`config.mk`:
```
export PLATFORM = sky130hd
export DESIGN_NAME = seq_divider_8
export DESIGN_NICKNAME = d
export VERILOG_FILES = /design/src/rtl/alu_pkg.sv /design/src/rtl/div_step.sv /design/src/rtl/seq_divider_8.sv
export SDC_FILE = /design/constraint.sdc
export NUM_CORES = 1
export LEC_CHECK = 0
export ABC_AREA = 1
export BUFFER_PORTS_ARGS = -buffer_cell sky130_fd_sc_hd__buf_2
export CELL_PAD_IN_SITES_DETAIL_PLACEMENT = 0
export CELL_PAD_IN_SITES_GLOBAL_PLACEMENT = 1
export CORE_AREA = 2 2 122 77
export DETAILED_ROUTE_END_ITERATION = 10
export DIE_AREA = 0 0 124 79
export GPL_ROUTABILITY_DRIVEN = 0
export PLACE_DENSITY_LB_ADDON = 0.1
export SKIP_LAST_GASP = 1
export SYNTH_ARGS = -nofsm -noshare
export SYNTH_HDL_FRONTEND = slang
export SYNTH_SLANG_ARGS = --single-unit
```
`constraint.sdc`:
```
create_clock -name clk -period 2.3 [get_ports clk]
set_clock_uncertainty 0.1 [all_clocks]
set_input_delay 0.23 -clock clk [delete_from_list [all_inputs] [get_ports clk]]
set_output_delay 0.23 -clock clk [all_outputs]
set_load 0.01 [all_outputs]
```
`src/rtl/alu_pkg.sv`:
```
// Shared ALU definitions: operand select encoding and the divider FSM state encoding.
package alu_pkg;

  localparam int DIV_WIDTH = 8;

  // Signed/unsigned select, common to the multipliers and the divider.
  localparam logic SEL_UNSIGNED = 1'b0;
  localparam logic SEL_SIGNED   = 1'b1;

  typedef enum logic [1:0] {
    DIV_ST_IDLE = 2'd0,
    DIV_ST_CALC = 2'd1,
    DIV_ST_FIX  = 2'd2
  } div_state_t;

endpackage

```
`src/rtl/div_step.sv`:
```
// One restoring-division iteration: shift in the next dividend bit, trial-subtract, keep or restore.
module div_step #(
  parameter int WIDTH = 8
) (
  input  logic [WIDTH:0]   rem_in,
  input  logic             dividend_bit,
  input  logic [WIDTH-1:0] divisor_mag,
  output logic [WIDTH:0]   rem_out,
  output logic             q_bit
);

  logic [WIDTH+1:0] shifted;
  logic [WIDTH+1:0] diff;

  // NOTE: every always_comb output is assigned on every path, so no latch can be inferred.
  always_comb begin
    shifted = {rem_in, dividend_bit};
    diff    = shifted - {2'b00, divisor_mag};
    // A clear borrow bit means the trial subtraction did not go negative.
    q_bit   = ~diff[WIDTH+1];
    rem_out = q_bit ? diff[WIDTH:0] : shifted[WIDTH:0];
  end

endmodule

```
`src/rtl/seq_divider_8.sv`:
```
// Multi-cycle restoring divider with start/busy/done handshake, unsigned or signed operands.
// Optional `DIV_ZERO_FAST_EN: a zero divisor skips the iteration phase and completes in one cycle.
module seq_divider_8
  import alu_pkg::*;
#(
  parameter int WIDTH = DIV_WIDTH
) (
  input  logic             clk,
  input  logic             rst_n,
  input  logic             start,
  input  logic             div_sel,
  input  logic [WIDTH-1:0] dividend,
  input  logic [WIDTH-1:0] divisor,
  output logic             busy,
  output logic             done,
  output logic [WIDTH-1:0] quotient,
  output logic [WIDTH-1:0] remainder,
  output logic             div_by_zero
);

  localparam int CNT_W = $clog2(WIDTH);
  localparam logic [CNT_W-1:0] CNT_LAST = CNT_W'(WIDTH - 1);

  div_state_t       state, state_next;
  logic [CNT_W-1:0] cnt;
  logic [WIDTH:0]   rem, rem_step;
  logic [WIDTH-1:0] quot, div_mag, dividend_raw;
  logic             sign_a, sign_b, div_zero, q_bit;

  logic             accept, in_signed, a_neg, b_neg;
  logic [WIDTH-1:0] a_mag, b_mag;

  always_comb begin
    accept    = start && (state == DIV_ST_IDLE);
    in_signed = (div_sel == SEL_SIGNED);
    a_neg     = in_signed && dividend[WIDTH-1];
    b_neg     = in_signed && divisor[WIDTH-1];
    // The most negative value negates to itself, which read unsigned is its true magnitude.
    a_mag     = a_neg ? -dividend : dividend;
    b_mag     = b_neg ? -divisor : divisor;
  end

  div_step #(.WIDTH(WIDTH)) u_step (
    .rem_in       (rem),
    .dividend_bit (quot[WIDTH-1]),
    .divisor_mag  (div_mag),
    .rem_out      (rem_step),
    .q_bit        (q_bit)
  );

  // NOTE: sequential state uses non-blocking assignments so every register samples pre-edge values.
  always_ff @(posedge clk) begin
    if (!rst_n) state <= DIV_ST_IDLE;
    else        state <= state_next;
  end

  always_comb begin
    state_next = state;
    unique case (state)
      DIV_ST_IDLE: if (start) begin
`ifdef DIV_ZERO_FAST_EN
        state_next = (divisor == '0) ? DIV_ST_FIX : DIV_ST_CALC;
`else
        state_next = DIV_ST_CALC;
`endif
      end
      DIV_ST_CALC: if (cnt == CNT_LAST) state_next = DIV_ST_FIX;
      DIV_ST_FIX:  state_next = DIV_ST_IDLE;
      default:     state_next = DIV_ST_IDLE;
    endcase
  end

  always_comb begin
    busy = (state != DIV_ST_IDLE);
  end

  // NOTE: working registers are always loaded on accept before use, so they carry no reset.
  always_ff @(posedge clk) begin
    if (accept) begin
      rem          <= '0;
      quot         <= a_mag;
      div_mag      <= b_mag;
      dividend_raw <= dividend;
      sign_a       <= a_neg;
      sign_b       <= b_neg;
      div_zero     <= (divisor == '0);
      cnt          <= '0;
    end else if (state == DIV_ST_CALC) begin
      // Dividend bits leave the top of quot while quotient bits enter at the bottom.
      rem  <= rem_step;
      quot <= {quot[WIDTH-2:0], q_bit};
      cnt  <= cnt + CNT_W'(1);
    end
  end

  always_ff @(posedge clk) begin
    if (!rst_n) begin
      done        <= 1'b0;
      quotient    <= '0;
      remainder   <= '0;
      div_by_zero <= 1'b0;
    end else begin
      done <= 1'b0;
      if (state == DIV_ST_FIX) begin
        done <= 1'b1;
        if (div_zero) begin
          quotient    <= '1;
          remainder   <= dividend_raw;
          div_by_zero <= 1'b1;
        end else begin
          quotient    <= (sign_a ^ sign_b) ? -quot : quot;
          remainder   <= sign_a ? -rem[WIDTH-1:0] : rem[WIDTH-1:0];
          div_by_zero <= 1'b0;
        end
      end
    end
  end

endmodule

```
==> reports/results.tsv <==
metric	value	unit
Worst EP arrival	2040	ps
dpl cells	582	
worst slack, placed	137.1	ps
Final Slew Violations	0	
VDD IR max	0.0004038	V
H-tree Lvls	3	
first-pass GRT wire length	14.04	mm
vias in the first global route	2741	
Yosys top cell area share	0.2396	
initial cell density of the core	0.3853	
Worst Path Required	2280	ps
Area Growth Syn to Fin	18.34	%
Relative slew margins	0.5347	
Worst-path clk slew	50	ps
DR pass1 iterations	5	
IO Pins	39	
critical path capture point type	register	
# diodes	0	
Synth Cell Area	3384	um2
Yosys cell types	34	
Longest Clk Path Bufs	2	
Final Cycle Share	0.8973	
Fin. Hold Viols	0	
Avg WL per Cell	14.32	um
Placement Cell Area	3721	um2
I/O Buffers	38	
Seq/Total Area, Yosys	0.4288	
Mapped Cells	430	
P_leak	0.001975	uW
die width	124	um
CTS root buf	clkbuf_16	
Crit Path Class	register to register	
row count	27	
total die area	9796	um2
clk sink count	59	
die height	79	um
crit start category	register	
CTS buffer count	9	
DR DRC count	0	
Yosys top cell by area	edfxtp_1	
Synth warnings	0	
Initial DRC Count	217	
nets	514	
pin count of the biggest net entering global routing	23	
leading cell type in the layout, fill and taps excluded	nand2_1	
Routed Wire Length	8.592	mm
Finish-stage setup viols	0	
ranking of synthesized cells by area	edfxtp_1 24%, dfxtp_1 19%, nand2_1 12%, inv_1 8.0%, nand3_1 7.2%	
status	finished clean	
Vias	2990	
DR vias/cell	4.983	
RSZ-0062 raised after global routing	no	
Worst Slack Setup Final	236.2	ps
setup TNS	0	ps
hold crit path type	input pin to register	
Hold WS	15.81	ps
fin area	4005	um2
power density cells	969.0	nW/um2
critical path peak fanout	10	
Final ANT Viol Nets	0	
GRT Overall Usage	0.1933	
Tmin final	2064	ps
initial antenna violation count	0	
post-synth net total	465	
CTS tree	yes	
Post-Layout Cell Count	600	
Fmax	484.6	MHz
GRT Residual Overflow	0	
clk_lat worst skew	330	ps
most frequent cells in the layout	105 x nand2_1, 72 x inv_1, 49 x nand3_1	
Core Area	8783	um2
DP Wirelength	6.746	mm
layout cells sized above 1	0.1591	
Syn Area/Cell	7.871	um2
Max Cap Violations	0	
Synth Register Bits	59	
Worst Max-Slew Pin Slew	697.2	ps
synthesized netlist by cell type:
| cell | count |
|---|---|
| buf_4 | 3 |
| o21a_1 | 1 |
| a21oi_4 | 1 |
| inv_1 | 72 |
| or2_2 | 1 |
| inv_2 | 3 |
| o21ai_0 | 21 |
| nand2_1 | 105 |
| nand4_4 | 1 |
| a31oi_1 | 8 |
| xnor2_1 | 3 |
| a21oi_1 | 9 |
| nand4_1 | 6 |
| nand3_4 | 1 |
| ha_1 | 14 |
| nor2_4 | 3 |
| a22o_1 | 4 |
| nor3b_1 | 1 |
| dfxtp_1 | 32 |
| clkbuf_1 | 3 |
| nand2_2 | 6 |
| nand3b_1 | 1 |
| buf_2 | 2 |
| nand2_4 | 2 |
| nand3_1 | 49 |
| fa_1 | 1 |
| nand3_2 | 1 |
| nor3_1 | 5 |
| xor2_1 | 12 |
| edfxtp_1 | 27 |
| o221ai_1 | 4 |
| o211ai_1 | 3 |
| nor2_1 | 24 |
| a221oi_1 | 1 |
sequential cells by signal, summed over array words and instances, names as in the netlist, 2 cells and up:
register      flops
rem               9
div_mag           8
dividend_raw      8
quot              8
quotient          8
remainder         8
cnt               3
state             2
power by group:
part / switching, uW / internal [uW] / total, uW
Sequential: 100 / 1240 / 1340
Combinational: 885 / 471 / 1360
Clock: 472 / 716 / 1190
Total: 1460 / 2420 / 3880
metrics by stage:
stage / power (uW) / utilization
3_3_place_gp: 2691 / 0.4236
5_1_grt: 4171 / 0.4560
2_1_floorplan: 2368 / -
3_5_place_dp: 2701 / 0.4236
6_report: 3881 / 0.4560
4_1_cts: 3900 / 0.4557
cell families (layout without fill, tap and decap cells):
logic type / Yosys count / count (layout) / synth area share
buf+inv: 83 / 137 / 0.09612
compound gates: 52 / 52 / 0.09612
flops: 59 / 59 / 0.4288
xor+xnor: 15 / 15 / 0.03882
fa+ha+maj: 15 / 15 / 0.05767
simple gates: 206 / 206 / 0.2824
layout make-up:
class	count	area [um2]
fillers	909	4778
multi-input cells	288	1610
flip-flops and latches	59	1451
inverters	75	281.5
repair buffers	46	255.2
clock buffers	10	229.0
well taps	116	145.1
clock inverters	6	32.53
timing repair:
item / 4_1_cts / 5_1_grt
resized for setup: 0 / 1
setup endpoints to repair: 0 / 8
hold buffers: 2 / 0
setup buffers: 0 / 0
hold endpoints to repair: 2 / 0
final timing paths:
check,start,endpoint,slack [ps],depth (start not counted)
setup / recovery,div_mag[3],quot[0],240,12
hold / removal,divisor[0],div_mag[0],20,1
setup reg to reg,div_mag[3],quot[0],240,12
hold reg to reg,cnt[1],cnt[1],390,1
layer usage:
layer,share of wire,GRT usage,vias up
li1,-,-,1511
met1,0.57,0.3115,1390
met2,0.36,0.2423,85
met3,0.061,0.05388,4
met4,0.0064,0.05393,0
met5,0,0,-
worst max-delay path: stages, from the launching register on:
cell	delay (ps)
edfxtp_1	370
inv_1	90
ha_1	280
nand2_2	140
inv_2	40
nand2_2	80
nand2_1	70
nand2_2	100
nand3_2	110
nand2_4	160
nand2_4	110
nand2_1	80
o21ai_0	70
Power figures use the tool's default switching activity.
